[config.mk]
export PLATFORM = sky130hd
export DESIGN_NAME = csa_sub_pipe
export DESIGN_NICKNAME = d
export VERILOG_FILES = /design/src/rtl/csa_pkg.sv /design/src/rtl/csa_sub_half.sv /design/src/rtl/csa_sub_pipe.sv
export SDC_FILE = /design/constraint.sdc
export NUM_CORES = 1
export LEC_CHECK = 0
export ABC_AREA = 1
export CELL_PAD_IN_SITES_DETAIL_PLACEMENT = 1
export CELL_PAD_IN_SITES_GLOBAL_PLACEMENT = 1
export CORE_UTILIZATION = 37
export DETAILED_ROUTE_END_ITERATION = 10
export GPL_TIMING_DRIVEN = 1
export PLACE_DENSITY_LB_ADDON = 0.1
export SLEW_MARGIN = 20
export SYNTH_ARGS = -nofsm -noshare
export SYNTH_HDL_FRONTEND = slang
export SYNTH_SLANG_ARGS = --single-unit
[constraint.sdc]
create_clock -name clk -period 3.3 [get_ports clk]
set_input_delay 0.66 -clock clk [delete_from_list [all_inputs] [get_ports clk]]
set_output_delay 0.66 -clock clk [all_outputs]
set_load 0.01 [all_outputs]
[src/rtl/csa_pkg.sv]
// csa_pkg: shared width, skip-group size and result type for the carry-skip subtractor
package csa_pkg;
    localparam int CSA_WIDTH  = 8;
    localparam int SKIP_GROUP = 2;
    typedef struct packed {
        logic [CSA_WIDTH-1:0] d;
        logic                 bout;
        logic                 ov;
        logic                 z;
    } csa_result_t;
endpackage

[src/rtl/csa_sub_half.sv]
// csa_sub_half: combinational half-width carry-skip slice summing a + nb + c_i
module csa_sub_half import csa_pkg::*; #(
    parameter int N = 4
) (
    input  logic [N-1:0] a_i,
    input  logic [N-1:0] nb_i,
    input  logic         c_i,
    output logic [N-1:0] s_o,
    output logic         c_o
);
    localparam int G = N / SKIP_GROUP;
    logic [G:0] gc;
    logic       rc;
    logic       p;
    // ripple inside each group, skip the group carry-in past fully propagating groups
    always_comb begin
        gc    = '0;
        gc[0] = c_i;
        s_o   = '0;
        rc    = 1'b0;
        p     = 1'b0;
        for (int g = 0; g < G; g++) begin
            rc = gc[g];
            for (int k = 0; k < SKIP_GROUP; k++) begin
                p                      = a_i[g*SKIP_GROUP+k] ^ nb_i[g*SKIP_GROUP+k];
                s_o[g*SKIP_GROUP+k]    = p ^ rc;
                rc                     = (a_i[g*SKIP_GROUP+k] & nb_i[g*SKIP_GROUP+k]) | (p & rc);
            end
            gc[g+1] = rc | (&(a_i[g*SKIP_GROUP +: SKIP_GROUP] ^ nb_i[g*SKIP_GROUP +: SKIP_GROUP]) & gc[g]);
        end
    end
    assign c_o = gc[G];
endmodule

[src/rtl/csa_sub_pipe.sv]
// csa_sub_pipe: two-stage valid/ready pipelined carry-skip subtractor D = A - B - Bin
module csa_sub_pipe import csa_pkg::*; #(
    parameter int WIDTH = CSA_WIDTH
) (
    input  logic             clk,
    input  logic             rst,
    input  logic             in_valid,
    output logic             in_ready,
    input  logic [WIDTH-1:0] A,
    input  logic [WIDTH-1:0] B,
    input  logic             Bin,
    output logic             out_valid,
    input  logic             out_ready,
    output logic [WIDTH-1:0] D,
    output logic             Bout,
    output logic             OV,
    output logic             Z
);
    localparam int H = WIDTH / 2;
    logic             s1_valid_q, s1_valid_d, out_valid_q, out_valid_d;
    logic [H-1:0]     d_lo_q, a_hi_q, nb_hi_q;
    logic             c_mid_q, a_msb_q, b_msb_q;
    logic [WIDTH-1:0] d_q;
    logic             bout_q, ov_q, z_q;
    logic [H-1:0]     lo_s, hi_s;
    logic             lo_c, hi_c;
    logic [WIDTH-1:0] d_full;
    logic             s2_adv, accept;

    csa_sub_half #(.N(H)) u_lo (
        .a_i(A[H-1:0]), .nb_i(~B[H-1:0]), .c_i(~Bin), .s_o(lo_s), .c_o(lo_c)
    );

    csa_sub_half #(.N(H)) u_hi (
        .a_i(a_hi_q), .nb_i(nb_hi_q), .c_i(c_mid_q), .s_o(hi_s), .c_o(hi_c)
    );

    // per-stage handshake: stage 2 drains when empty or consumed, stage 1 refills behind it
    always_comb begin
        s2_adv      = !out_valid_q || out_ready;
        in_ready    = !s1_valid_q || s2_adv;
        accept      = in_valid && in_ready;
        s1_valid_d  = accept || (s1_valid_q && !s2_adv);
        out_valid_d = s2_adv ? s1_valid_q : out_valid_q;
        d_full      = {hi_s, d_lo_q};
    end

    // stage 1: low half result, mid carry and upper operands captured on accept
    always_ff @(posedge clk or posedge rst) begin
        if (rst) begin
            s1_valid_q <= 1'b0;
            d_lo_q     <= '0;
            c_mid_q    <= 1'b0;
            a_hi_q     <= '0;
            nb_hi_q    <= '0;
            a_msb_q    <= 1'b0;
            b_msb_q    <= 1'b0;
        end else begin
            s1_valid_q <= s1_valid_d;
            if (accept) begin
                d_lo_q  <= lo_s;
                c_mid_q <= lo_c;
                a_hi_q  <= A[WIDTH-1:H];
                nb_hi_q <= ~B[WIDTH-1:H];
                a_msb_q <= A[WIDTH-1];
                b_msb_q <= B[WIDTH-1];
            end
        end
    end

    // stage 2: upper half, borrow and flags; held while the consumer stalls
    always_ff @(posedge clk or posedge rst) begin
        if (rst) begin
            out_valid_q <= 1'b0;
            d_q         <= '0;
            bout_q      <= 1'b0;
            ov_q        <= 1'b0;
            z_q         <= 1'b0;
        end else begin
            out_valid_q <= out_valid_d;
            if (s2_adv && s1_valid_q) begin
                d_q    <= d_full;
                bout_q <= ~hi_c;
                ov_q   <= (a_msb_q != b_msb_q) && (d_full[WIDTH-1] != a_msb_q);
                z_q    <= d_full == '0;
            end
        end
    end

    assign out_valid = out_valid_q;
    assign D         = d_q;
    assign Bout      = bout_q;
    assign OV        = ov_q;
    assign Z         = z_q;
endmodule
==> results by group <==
Critical path
  • CP arrival: 3170 ps
  • Reg2Reg Depth: 12
  • FF-to-FF Start: a_hi_q[0]$_DFFE_PP0P_
  • Worst R2R Setup Slack: 720 ps
  • Critical Path Start: A[0]
  • Setup crit end: d_lo_q[3]$_DFFE_PP0P_
  • Crit start category: input port
  • Kind of critical path: input port to flip-flop
  • Reg2Reg Capture Point: OV$_DFFE_PP0P_
  • Nature of the critical path endpoint: flip-flop
  • CP max FO: 2
  • CP required: 3470 ps

Timing
  • Final Hold Viols: 0
  • Final period util: 91.0%
  • Worst Tran Pin Value: 600 ps
  • Final Max Tran Viols: 0
  • Setup Viol. Count Final: 0
  • Worst relative slew slack: 59.9%
  • FMAX: 0.333 GHz
  • Clk_skew: 1.64 ps
  • Worst setup margin: 297 ps
  • Fin Hold WS: 487 ps
  • RSZ-0062 raised after global routing: no
  • Min Tclk post-route: 3000 ps
  • Post-route setup TNS: 0 ps

Power
  • Pwr Total: 985 uW
  • PD cells: 536 nW/um^2
  • Max VDD drop: 192 uV
  • Leak Pwr: 0.920 nW

Route
  • Remaining DRCs: 0
  • Routed len/inst: 11.9 um
  • Pre-Repair DR Iteration Count: 4
  • Routed Antenna Nets: 0
  • Drt total wl: 2780 um
  • DR vias/cell: 4.53
  • Drt initial violations: 50
  • Routed vias: 1061

CTS
  • Cells resized by post-CTS repair: 0
  • Maximum clock path buffer count: 2
  • Number of setup buffers added after CTS: 0
  • Clock Sinks: 27
  • Htree depth: 1
  • Hold buffers post-CTS: 0
  • CTS tree: yes
  • Num CTS Buffers: 3
  • CTS root buf: clkbuf_8
  • Clock latency on the worst-skew pair: 270 ps
  • Clk pin slew, worst setup/hold paths: 90 ps

Synthesis
  • Syn nets: 190
  • Yosys warns: 0
  • Syn Area/Cell: 9.38 um^2
  • Syn Inst Count: 153
  • Mapped cell area: 1440 um^2
  • Netlist cell types: 20
  • Synth Register Bits: 27
  • Sequential fraction of the synthesis area: 47.1%

Layout
  • Final core occ: 49.8%
  • Ant. Diodes: 0
  • Area grow syn2layout: 28.0%
  • Multi-input gate area: 622 um^2
  • Most frequent cells in the layout: nand2_1, clkdlybuf4s50_1, dfrtp_1
  • Final net count: 224
  • Most common cell after layout, fill and taps aside: nand2_1
  • Filler cells: 446
  • Fraction of layout instances using a drive strength above 1: 8.06%
  • Reg area: 676 um^2

Global route
  • Vias in the first global route: 1143
  • Maximum number of pins on one net before global-route repair: 28
  • GRT overflow: 0
  • First-pass GRT wire length: 5020 um
  • Initial antenna violation count: 0
  • Global Route Usage Sum: 15.8%

Place
  • Dpl ws: -1.69 ps
  • DPL Wire Length: 2210 um
  • Gpl congestion: 0.711
  • Input/output buffers: 33

Floorplan
  • Io pins: 34
  • Site row count: 22
  • Initial Util: 38.9%
  • Core box area: 3690 um^2
  • DIE HEIGHT: 64.3 um
  • Die footprint: 4130 um^2
  • Die X-Extent: 64.3 um

Min path
  • Hold crit path type: flip-flop to flip-flop

Outcome
  • Status: finished clean

Job
  • Max-cap viol count: 0
==> Yosys cell counts (all sizes together) <==
cell type | n | area share [%]
ha | 8 | 7.0
fa | 8 | 11
nor2 | 7 | 2.2
nand3 | 6 | 2.4
buf | 4 | 2.4
nand2 | 47 | 13
o21ai | 16 | 6.1
a21oi | 3 | 1.3
nand3b | 1 | 0.52
dfrtp | 27 | 47
inv | 26 | 7.1
==> logic make-up after synthesis <==
group	synth area share, %
and+or+nand+nor	17.8
buffers and inverters	9.59
AOI/OAI and AO/OA	7.41
DFF	47.1
adders and majority gates	18.1
==> layout make-up <==
class / count / share of cell area (%)
sequential: 27 / 36.8
multi-input combinational: 96 / 33.9
timing repair buffer: 33 / 18.0
clock inverter: 1 / 0.272
clock buffer: 3 / 2.25
inverter: 26 / 5.59
tap: 48 / 3.27
==> power by group <==
group	switching, mW	total (mW)	internal (mW)
Clock	0.0992	0.184	0.0844
Sequential	0.0523	0.458	0.406
Combinational	0.167	0.343	0.176
Total	0.318	0.985	0.666
==> how the worst min path moves through the flow <==
stage,start,to,slack (ps),cells after the start
CTS,D[2]$_DFFE_PP0P_,D[2]$_DFFE_PP0P_,490,2
global route,D[6]$_DFFE_PP0P_,D[6]$_DFFE_PP0P_,510,2
floorplan,d_lo_q[1]$_DFFE_PP0P_,d_lo_q[1]$_DFFE_PP0P_,450,2
detailed placement,D[2]$_DFFE_PP0P_,D[2]$_DFFE_PP0P_,470,2
global placement,Z$_DFFE_PP0P_,Z$_DFFE_PP0P_,460,2
finish,D[6]$_DFFE_PP0P_,D[6]$_DFFE_PP0P_,490,2
==> routing by layer <==
metal | global-route usage (%) | wire, um | up-vias
met4 | 4.17 | 14 | 0
met1 | 19.4 | 1170 | 515
li1 | - | - | 521
met5 | 0 | 0 | -
met3 | 2.14 | 100 | 2
met2 | 28.8 | 1490 | 23
==> worst max-delay path, stage by stage <==
cell and delay (ps):
clkdlybuf4s50_1 480, inv_1 60, fa_1 450, fa_1 370
nand2_1 90, inv_1 60, fa_1 370, inv_1 90
fa_1 400, nand2_1 90, o21ai_2 50
==> per-stage QoR <==
stage | std cells | cell area [um^2]
2_1_floorplan | 153 | 1440
3_5_place_dp | 230 | 1790
4_1_cts | 234 | 1840
3_3_place_gp | 230 | 1790
5_1_grt | 234 | 1840
6_report | 234 | 1840
==> registers in the layout, indices dropped and copies added, names as in the netlist <==
| register | cells |
|---|---|
| Bout | 1 |
| D | 8 |
| OV | 1 |
| Z | 1 |
| a_hi_q | 4 |
| b_msb_q | 1 |
| c_mid_q | 1 |
| d_lo_q | 4 |
| nb_hi_q | 4 |
| out_valid | 1 |
| s1_valid_q | 1 |
(Power assumes the default switching activity.)
